===== src/rtl/mtl_disp_pkg.sv =====
// Shared constants, types and helpers for the banded MTL frame-source controller.
// Imported by the MMU-side interface and the controller top.
package mtl_disp_pkg;

    localparam int DEF_ADDR_W = 24;

    typedef logic [DEF_ADDR_W-1:0] band_addr_t;

    localparam band_addr_t  IMG_SIZE_WORDS = 24'd768000;
    localparam logic [31:0] BG_YCBCR       = 32'h001080D0;

    typedef enum logic {
        IDLE = 1'b0,
        CALC = 1'b1
    } state_t;

    // Width of a band index; a single band still needs one bit.
    function automatic int band_count_bits(input int n);
        return (n > 1) ? $clog2(n) : 1;
    endfunction

endpackage


===== src/rtl/mtl_band_display_controller_if.sv =====
// MMU-facing bundle: one read port per band (reload pulse, read strobe, address window, data).
// The controller drives the master side; the MMU (or a bench) drives the slave side.
interface mtl_band_display_controller_if
    import mtl_disp_pkg::*;
#(
    parameter int N_BANDS = 2,
    parameter int ADDR_W  = DEF_ADDR_W
);

    logic [N_BANDS-1:0]        o_load_new;
    logic [N_BANDS-1:0]        o_read_enable;
    logic [N_BANDS*ADDR_W-1:0] o_base_address;
    logic [N_BANDS*ADDR_W-1:0] o_max_address;
    logic [N_BANDS*32-1:0]     i_readdata;

    modport master (
        output o_load_new,
        output o_read_enable,
        output o_base_address,
        output o_max_address,
        input  i_readdata
    );

    modport slave (
        input  o_load_new,
        input  o_read_enable,
        input  o_base_address,
        input  o_max_address,
        output i_readdata
    );

endinterface


===== src/rtl/mtl_band_select.sv =====
// Maps the current LCD row to a band index and its one-hot form using a comparator chain
// (no divider). Rows past the last band boundary fall into the last band.
module mtl_band_select #(
    parameter int N_BANDS = 2,
    parameter int BAND_H  = 240,
    parameter int BAND_W  = 1
) (
    input  logic [9:0]         i_current_y,
    output logic [BAND_W-1:0]  band,
    output logic [N_BANDS-1:0] band_onehot
);

    // Thresholds rise monotonically, so the last boundary passed wins.
    always_comb begin
        band = '0;
        for (int k = 1; k < N_BANDS; k++) begin
            if (i_current_y >= 10'(k * BAND_H)) begin
                band = BAND_W'(k);
            end
        end
    end

    always_comb begin
        band_onehot = '0;
        for (int k = 0; k < N_BANDS; k++) begin
            band_onehot[k] = (band == BAND_W'(k));
        end
    end

endmodule


===== src/rtl/mtl_band_display_controller.sv =====
// Banded MTL frame source: tracks the requested slide, recomputes per-band MMU address windows
// one band per cycle after each frame end (tear-free), and muxes pixel data by the current row.
module mtl_band_display_controller
    import mtl_disp_pkg::*;
#(
    parameter int          N_BANDS  = 2,
    parameter int          V_RES    = 480,
    parameter band_addr_t  IMG_SIZE = IMG_SIZE_WORDS,
    parameter int          ADDR_W   = DEF_ADDR_W,
    parameter int          IMG_W    = 5,
    parameter logic [31:0] BG_COLOR = BG_YCBCR
) (
    input  logic        iCLK_33,
    input  logic        iRST_n,
    input  logic [7:0]  iImg_Tot,
    input  logic        image_loaded,
    input  logic        iGest_E,
    input  logic        iGest_W,
    input  logic        iMode_Split,
    input  logic        iNew_Frame,
    input  logic        iEnd_Frame,
    input  logic        i_next_active,
    input  logic [9:0]  i_current_y,
    output logic [31:0] o_pixel_data,
    output logic        o_busy,
    mtl_band_display_controller_if.master mmu
);

    localparam int                BAND_H  = V_RES / N_BANDS;
    localparam int                BAND_W  = band_count_bits(N_BANDS);
    localparam logic [ADDR_W-1:0] IMG_A   = ADDR_W'(IMG_SIZE);
    localparam logic [ADDR_W-1:0] SLICE_A = ADDR_W'(IMG_SIZE / N_BANDS);
    localparam logic [BAND_W-1:0] K_LAST  = BAND_W'(N_BANDS - 1);

    // Forward/backward step through slides 0..last with wrap-around.
    function automatic logic [IMG_W-1:0] step_slide(
        input logic [IMG_W-1:0] idx,
        input logic [IMG_W-1:0] last,
        input logic             fwd
    );
        if (fwd) return (idx == last) ? '0 : idx + 1'b1;
        else     return (idx == '0) ? last : idx - 1'b1;
    endfunction

    logic [IMG_W-1:0] tot_w;
    logic [IMG_W-1:0] t_last;
    logic             unused_tot_hi;

    // A slide count of zero behaves as one slide.
    assign tot_w         = iImg_Tot[IMG_W-1:0];
    assign t_last        = (tot_w == '0) ? '0 : tot_w - 1'b1;
    assign unused_tot_hi = ^iImg_Tot;

    logic [IMG_W-1:0] pend_q;

    // NOTE: sequential state uses non-blocking assignments so every register samples pre-edge values.
    always_ff @(posedge iCLK_33 or negedge iRST_n) begin
        if (!iRST_n) begin
            pend_q <= '0;
        end else if (pend_q > t_last) begin
            pend_q <= '0;
        end else if (iGest_E ^ iGest_W) begin
            pend_q <= step_slide(pend_q, t_last, iGest_W);
        end
    end

    state_t            state_q, state_d;
    logic [BAND_W-1:0] k_q, k_d;
    logic [IMG_W-1:0]  idx_q, idx_d;
    logic [IMG_W-1:0]  cur_q, cur_d;
    logic              mode_q, mode_d;
    logic [ADDR_W-1:0] base_q [N_BANDS];
    logic [ADDR_W-1:0] base_d [N_BANDS];
    logic [ADDR_W-1:0] max_q  [N_BANDS];
    logic [ADDR_W-1:0] max_d  [N_BANDS];
    logic [ADDR_W-1:0] slot_base, slot_span;

    // Window for the band being computed this cycle.
    always_comb begin
        if (mode_q) begin
            slot_base = ADDR_W'(idx_q) * IMG_A;
            slot_span = IMG_A;
        end else begin
            slot_base = ADDR_W'(cur_q) * IMG_A + ADDR_W'(k_q) * SLICE_A;
            slot_span = SLICE_A;
        end
    end

    // NOTE: every always_comb output is given a default first, so no path can infer a latch.
    always_comb begin
        state_d = state_q;
        k_d     = k_q;
        idx_d   = idx_q;
        cur_d   = cur_q;
        mode_d  = mode_q;
        base_d  = base_q;
        max_d   = max_q;
        case (state_q)
            IDLE: begin
                if (iEnd_Frame) begin
                    state_d = CALC;
                    cur_d   = pend_q;
                    idx_d   = pend_q;
                    mode_d  = iMode_Split;
                    k_d     = '0;
                end
            end
            CALC: begin
                base_d[k_q] = slot_base;
                max_d[k_q]  = slot_base + slot_span;
                if (mode_q) begin
                    idx_d = step_slide(idx_q, t_last, 1'b1);
                end
                if (k_q == K_LAST) begin
                    state_d = IDLE;
                end else begin
                    k_d = k_q + 1'b1;
                end
            end
            default: state_d = IDLE;
        endcase
    end

    // NOTE: the address windows are reset because they have a defined power-on layout (slide 0,
    // sliced); an asynchronous reset mid-calculation restores that layout in full.
    always_ff @(posedge iCLK_33 or negedge iRST_n) begin
        if (!iRST_n) begin
            state_q <= IDLE;
            k_q     <= '0;
            idx_q   <= '0;
            cur_q   <= '0;
            mode_q  <= 1'b0;
            for (int k = 0; k < N_BANDS; k++) begin
                base_q[k] <= ADDR_W'(k) * SLICE_A;
                max_q[k]  <= ADDR_W'(k) * SLICE_A + SLICE_A;
            end
        end else begin
            state_q <= state_d;
            k_q     <= k_d;
            idx_q   <= idx_d;
            cur_q   <= cur_d;
            mode_q  <= mode_d;
            base_q  <= base_d;
            max_q   <= max_d;
        end
    end

    logic [N_BANDS-1:0] load_new_q;

    always_ff @(posedge iCLK_33 or negedge iRST_n) begin
        if (!iRST_n) begin
            load_new_q <= '0;
        end else begin
            load_new_q <= {N_BANDS{iNew_Frame}};
        end
    end

    logic [BAND_W-1:0]  band_idx;
    logic [N_BANDS-1:0] band_onehot;
    logic [31:0]        readdata_arr [N_BANDS];

    mtl_band_select #(
        .N_BANDS (N_BANDS),
        .BAND_H  (BAND_H),
        .BAND_W  (BAND_W)
    ) u_band_select (
        .i_current_y (i_current_y),
        .band        (band_idx),
        .band_onehot (band_onehot)
    );

    for (genvar gk = 0; gk < N_BANDS; gk++) begin : g_port
        assign mmu.o_base_address[gk*ADDR_W +: ADDR_W] = base_q[gk];
        assign mmu.o_max_address[gk*ADDR_W +: ADDR_W]  = max_q[gk];
        assign readdata_arr[gk]                        = mmu.i_readdata[gk*32 +: 32];
    end

    assign mmu.o_load_new    = load_new_q;
    assign mmu.o_read_enable = i_next_active ? band_onehot : '0;
    assign o_pixel_data      = image_loaded ? readdata_arr[band_idx] : BG_COLOR;
    assign o_busy            = (state_q == CALC);

    // Blanking must cover the N_BANDS-cycle recalculation; a new frame starting mid-CALC is an upstream fault.
    a_no_frame_start_in_calc: assert property (
        @(posedge iCLK_33) disable iff (!iRST_n) !(iNew_Frame && state_q == CALC)
    );

endmodule


===== src/flat_wrapper.sv =====
// flat-port wrapper written by rule: the top's interface ports become plain ports
module mtl_band_display_controller_flat import mtl_disp_pkg::*;
#(
    parameter int          N_BANDS  = 2,
    parameter int          V_RES    = 480,
    parameter band_addr_t  IMG_SIZE = IMG_SIZE_WORDS,
    parameter int          ADDR_W   = DEF_ADDR_W,
    parameter int          IMG_W    = 5,
    parameter logic [31:0] BG_COLOR = BG_YCBCR
)
  (iCLK_33, iRST_n, iImg_Tot, image_loaded, iGest_E, iGest_W, iMode_Split, iNew_Frame, iEnd_Frame, i_next_active, i_current_y, o_pixel_data, o_busy, mmu_o_load_new, mmu_o_read_enable, mmu_o_base_address, mmu_o_max_address, mmu_i_readdata);
  mtl_band_display_controller_if #(.N_BANDS(N_BANDS), .ADDR_W(ADDR_W)) mmu_i ();
  input  logic iCLK_33;
  input  logic iRST_n;
  input  logic [7:0] iImg_Tot;
  input  logic image_loaded;
  input  logic iGest_E;
  input  logic iGest_W;
  input  logic iMode_Split;
  input  logic iNew_Frame;
  input  logic iEnd_Frame;
  input  logic i_next_active;
  input  logic [9:0] i_current_y;
  output logic [31:0] o_pixel_data;
  output logic o_busy;
  output wire logic [$bits(mmu_i.o_load_new)-1:0] mmu_o_load_new;
  output wire logic [$bits(mmu_i.o_read_enable)-1:0] mmu_o_read_enable;
  output wire logic [$bits(mmu_i.o_base_address)-1:0] mmu_o_base_address;
  output wire logic [$bits(mmu_i.o_max_address)-1:0] mmu_o_max_address;
  input wire logic [$bits(mmu_i.i_readdata)-1:0] mmu_i_readdata;
  assign mmu_o_load_new = mmu_i.o_load_new;
  assign mmu_o_read_enable = mmu_i.o_read_enable;
  assign mmu_o_base_address = mmu_i.o_base_address;
  assign mmu_o_max_address = mmu_i.o_max_address;
  assign mmu_i.i_readdata = mmu_i_readdata;
  mtl_band_display_controller #(.N_BANDS(N_BANDS), .V_RES(V_RES), .IMG_SIZE(IMG_SIZE), .ADDR_W(ADDR_W), .IMG_W(IMG_W), .BG_COLOR(BG_COLOR)) u_core (.iCLK_33(iCLK_33), .iRST_n(iRST_n), .iImg_Tot(iImg_Tot), .image_loaded(image_loaded), .iGest_E(iGest_E), .iGest_W(iGest_W), .iMode_Split(iMode_Split), .iNew_Frame(iNew_Frame), .iEnd_Frame(iEnd_Frame), .i_next_active(i_next_active), .i_current_y(i_current_y), .o_pixel_data(o_pixel_data), .o_busy(o_busy), .mmu(mmu_i));
endmodule

===== config.mk =====
export PLATFORM = sky130hd
export DESIGN_NAME = mtl_band_display_controller_flat
export DESIGN_NICKNAME = d
export VERILOG_FILES = /design/src/rtl/mtl_disp_pkg.sv /design/src/rtl/mtl_band_display_controller_if.sv /design/src/rtl/mtl_band_select.sv /design/src/rtl/mtl_band_display_controller.sv /design/src/flat_wrapper.sv
export SDC_FILE = /design/constraint.sdc
export NUM_CORES = 1
export LEC_CHECK = 0
export CORE_ASPECT_RATIO = 1.2
export CORE_MARGIN = 2
export CORE_UTILIZATION = 51
export CTS_CLUSTER_SIZE = 20
export DETAILED_ROUTE_END_ITERATION = 8
export PLACE_DENSITY_LB_ADDON = 0.15
export SYNTH_ARGS = -nofsm -noshare
export SYNTH_HDL_FRONTEND = slang
export SYNTH_SLANG_ARGS = --single-unit

===== constraint.sdc =====
create_clock -name iCLK_33 -period 15.8 [get_ports iCLK_33]
set_input_delay 3.16 -clock iCLK_33 [delete_from_list [all_inputs] [get_ports iCLK_33]]
set_output_delay 3.16 -clock iCLK_33 [all_outputs]
set_load 0.005 [all_outputs]

==> out/results.md <==
- **clock skew after layout** 4.88 ps
- **count of inserted antenna diode cells** 0
- **count of warnings emitted by yosys** 0
- **post-synth cell types** 78
- **TritonCTS clock tree** built
- **Largest delay share family, worst path** simple AND/OR/NAND/NOR gates
- **overall die height** 131 um
- **layout overhead on the synthesized area** 29.3%
- **pin slew with the least headroom to its limit** 1100 ps
- **sum of routed wire length over all layers** 16.9 mm
- **final clock period utilization by the worst path** 56.0%
- **Antenna Nets Post-Route** 0
- **Synth Area per Inst** 8.49 sq um
- **share of final-layout standard cells stronger than drive strength 1** 7.94%
- **worst endpoint data arrival time** 5690 ps
- **startpoint class of the critical path** input pin
- **parity-gate share of the synthesized area counting xor and xnor cells** 5.08%
- **largest fanout on the critical path** 32
- **Yosys reg bits** 75
- **number of nets in the final layout** 1144
- **final-report max-slew violation count** 0
- **count of unresolved DRC violations after routing** 0
- **simple-gate share of the synthesized area** 18.0%
- **PostCTS Resize Cnt** 0
- **outcome** finished clean
- **I/O pin count** 224
- **wire length of the first global-routing pass** 27.9 mm
- **Pre-antenna DRT Iters** 4
- **post-cts hold buffer count** 0
- **worst relative slew slack** 26.5%
- **leading post-synthesis cells by cell area** sky130_fd_sc_hd__dfrtp_1, sky130_fd_sc_hd__ha_1, sky130_fd_sc_hd__nand2_1, sky130_fd_sc_hd__dfstp_2, sky130_fd_sc_hd__o21ai_0
- **CTS Root Cell** sky130_fd_sc_hd__clkbuf_16
- **required time reported for the critical path endpoint** 12640 ps
- **main combinational cell family by area after synthesis** compound AO/OA/AOI/OAI gates
- **worst path cell trace** clkdlybuf4s50_1 -> nor2_1 -> and2_1 -> nand2_1 -> a21boi_0 -> clkdlybuf4s50_1
- **Crit path top cell by count** sky130_fd_sc_hd__clkdlybuf4s50_1
- **register area share after synthesis** 27.7%
- **detailed-route via count** 6109
- **Final Setup Violations** 0
- **Critical path buffers and inverters** 2
- **area of the die** 14400 sq um
- **minimum period implied by the final worst setup slack** 8850 ps
- **endpoint class of the critical path** primary output
- **most instantiated flip-flop cell in the synthesis netlist** sky130_fd_sc_hd__dfrtp_1
- **fraction of synthesized area in multiplexers** 1.90%
- **via count normalized by instance count** 5.37
- **Core ar.** 13200 sq um
- **violation count after the first detailed-route iteration** 278
- **slowest library cell on the worst path** sky130_fd_sc_hd__and2_1
- **clock sink count** 75
- **class of the tightest hold or removal check** register to register
- **max-cap check violation count** 0
- **compound-gate portion of the synthesized area** 20.1%
- **RSZ-0062 raised after global routing** no
- **final weighted congestion of routability-driven global placement** 0.879
- **routed length per instance** 14.9 um
- **gr usage total** 23.8%
- **remaining global-route overflow** 0
- **clock slew seen by the registers of the worst setup and hold paths** 60 ps
- **fraction of registers with async set or reset after synthesis** 100%
- **Port-buffer cells** 176
- **Yosys top cell by area** sky130_fd_sc_hd__dfrtp_1
- **total setup buffers inserted after CTS** 0
- **Std-Cell Rows** 46
- **post-synthesis instance area** 6870 sq um
- **EDFF count, synth** 0
- **setup TNS** 0 ps
- **H-tree levels** 3
- **number of fill cells in the layout** 1091
- **pin count of the biggest net entering global routing** 76
- **number of standard cells after synthesis** 809
- **share of the synthesized area in the top cell type** 19.7%
- **starting utilization of the core area** 52.1%
- **die extent in x** 110 um
- **initial antenna violation count** 0
- **worst stage delay on the critical path** 880 ps
- **adder-cell area share of the yosys netlist** 18.1%
- **Final HPWL DP** 13.4 mm
- **maximum root-to-sink buffer count** 2
- **Clock Latency Late Sink** 330 ps
- **FMAX** 113 MHz
- **final hold violation count** 0
- **via count of the first global-routing pass** 5914
- **type of the worst setup path** input pin to primary output
- **TritonCTS buffer count** 9
[stage by stage]
step | utilization [%] | instances | hold WS [ps] | setup slack (ps) | cell area [sq um]
floorplan | - | 848 | 466 | 8540 | 7010
global placement | 65.1 | 1122 | 462 | 6890 | 8570
detailed placement | 65.1 | 1122 | 471 | 6870 | 8570
CTS | 67.3 | 1138 | 482 | 6890 | 8880
global route | 67.3 | 1138 | 500 | 6700 | 8880
finish | 67.3 | 1138 | 477 | 6950 | 8880
[flip-flops by register name, indices dropped and copies added (netlist names)]
register	cells
u_core.k_q	1
u_core.idx_q	5
u_core.mmu.o_load_new	1
u_core.cur_q	5
u_core.mmu.o_base_address	28
u_core.mode_q	1
u_core.pend_q	5
u_core.mmu.o_max_address	28
u_core.o_busy	1
[synthesized netlist by cell type (all sizes together), types with 11 or more instances]
library cell,instances
clkbuf,28
nand2,160
a21oi,23
nand3,18
fa,19
a21boi,29
dfstp,21
o21ai,82
nor2,21
a211oi,11
xor2,20
ha,69
inv,49
xnor2,19
buf,45
dfrtp,54
[cells in the final DEF (no fill, tap or decap), drive strengths merged, types with 6 or more instances in the layout]
cell,synthesis,final
nand3,18,18
inv,49,50
nor2b,9,9
nor3,9,9
a31oi,7,7
a21o,8,8
o21ai,82,82
mux2,8,8
conb,1,40
nand2,160,160
dfstp,21,21
nor2,21,21
o21a,6,6
nand2b,6,6
a21oi,23,23
xnor2,19,19
a21boi,29,29
clkdlybuf4s50,0,175
and2,9,9
ha,69,69
xor2,20,20
clkbuf,28,10
a211oi,11,11
fa,19,19
dfrtp,54,54
[cell families (layout without fill, tap and decap cells)]
logic type               after synthesis  after routing
adder cells (fa/ha/maj)               88             88
multiplexers                          12             12
other                                  1             40
AND/OR/NAND/NOR                      267            267
XOR/XNOR                              39             39
AO/OA/AOI/OAI                        204            204
buffers and inverters                123            245
flip-flops                            75             75
[layout make-up]
cell class / instances / area (sq um) / area share (%)
Timing Repair Buffer: 179 / 1780 / 20.1
Inverter: 50 / 188 / 2.11
Clock inverter: 6 / 62.6 / 0.705
Clock buffer: 10 / 239 / 2.69
Sequential cell: 75 / 1900 / 21.4
Multi-Input combinational cell: 650 / 4490 / 50.6
Tap cell: 168 / 210 / 2.37
[worst reg2reg max path, cell delays in order (launching register included)]
cell	delay (ps)
sky130_fd_sc_hd__dfrtp_1	450
sky130_fd_sc_hd__fa_1	490
sky130_fd_sc_hd__ha_1	360
sky130_fd_sc_hd__fa_1	470
sky130_fd_sc_hd__ha_1	360
sky130_fd_sc_hd__a21oi_1	280
sky130_fd_sc_hd__nand2_1	150
sky130_fd_sc_hd__xor2_1	160
sky130_fd_sc_hd__ha_1	340
sky130_fd_sc_hd__o211ai_1	110
sky130_fd_sc_hd__nand3_1	150
sky130_fd_sc_hd__a31oi_2	400
sky130_fd_sc_hd__xnor2_1	120
sky130_fd_sc_hd__o21ai_0	320
sky130_fd_sc_hd__inv_1	80
sky130_fd_sc_hd__ha_1	340
sky130_fd_sc_hd__nand3_1	110
sky130_fd_sc_hd__o221ai_1	230
sky130_fd_sc_hd__nand4_1	200
sky130_fd_sc_hd__a211oi_2	210
sky130_fd_sc_hd__xor2_1	210
sky130_fd_sc_hd__o21ai_1	80
[final timing paths]
check | startpoint | end | slack, ps | cells past startpoint
setup / recovery | i_current_y[8] | o_pixel_data[14] | 6950 | 6
hold / removal | u_core.mmu.o_base_address[43] | u_core.mmu.o_base_address[43] | 480 | 2
setup reg to reg | u_core.cur_q[3] | u_core.mmu.o_max_address[47] | 10060 | 21
hold reg to reg | u_core.mmu.o_base_address[43] | u_core.mmu.o_base_address[43] | 480 | 2
max in group asynchronous | iRST_n | u_core.cur_q[3] | 12240 | 1
min in group asynchronous | iRST_n | u_core.mmu.o_max_address[23] | 2950 | 1
[per-layer routing]
layer	vias up	GRT usage (%)	part of all wire, %
li1	3034	-	-
met1	2840	28.3	40
met2	200	41.7	52
met3	35	4.96	5.3
met4	0	8.37	3.0
met5	-	0	0
Power is left out: the tool's default activity adds up to more than one toggle a clock period on the data nets, which glitch-free logic cannot reach.
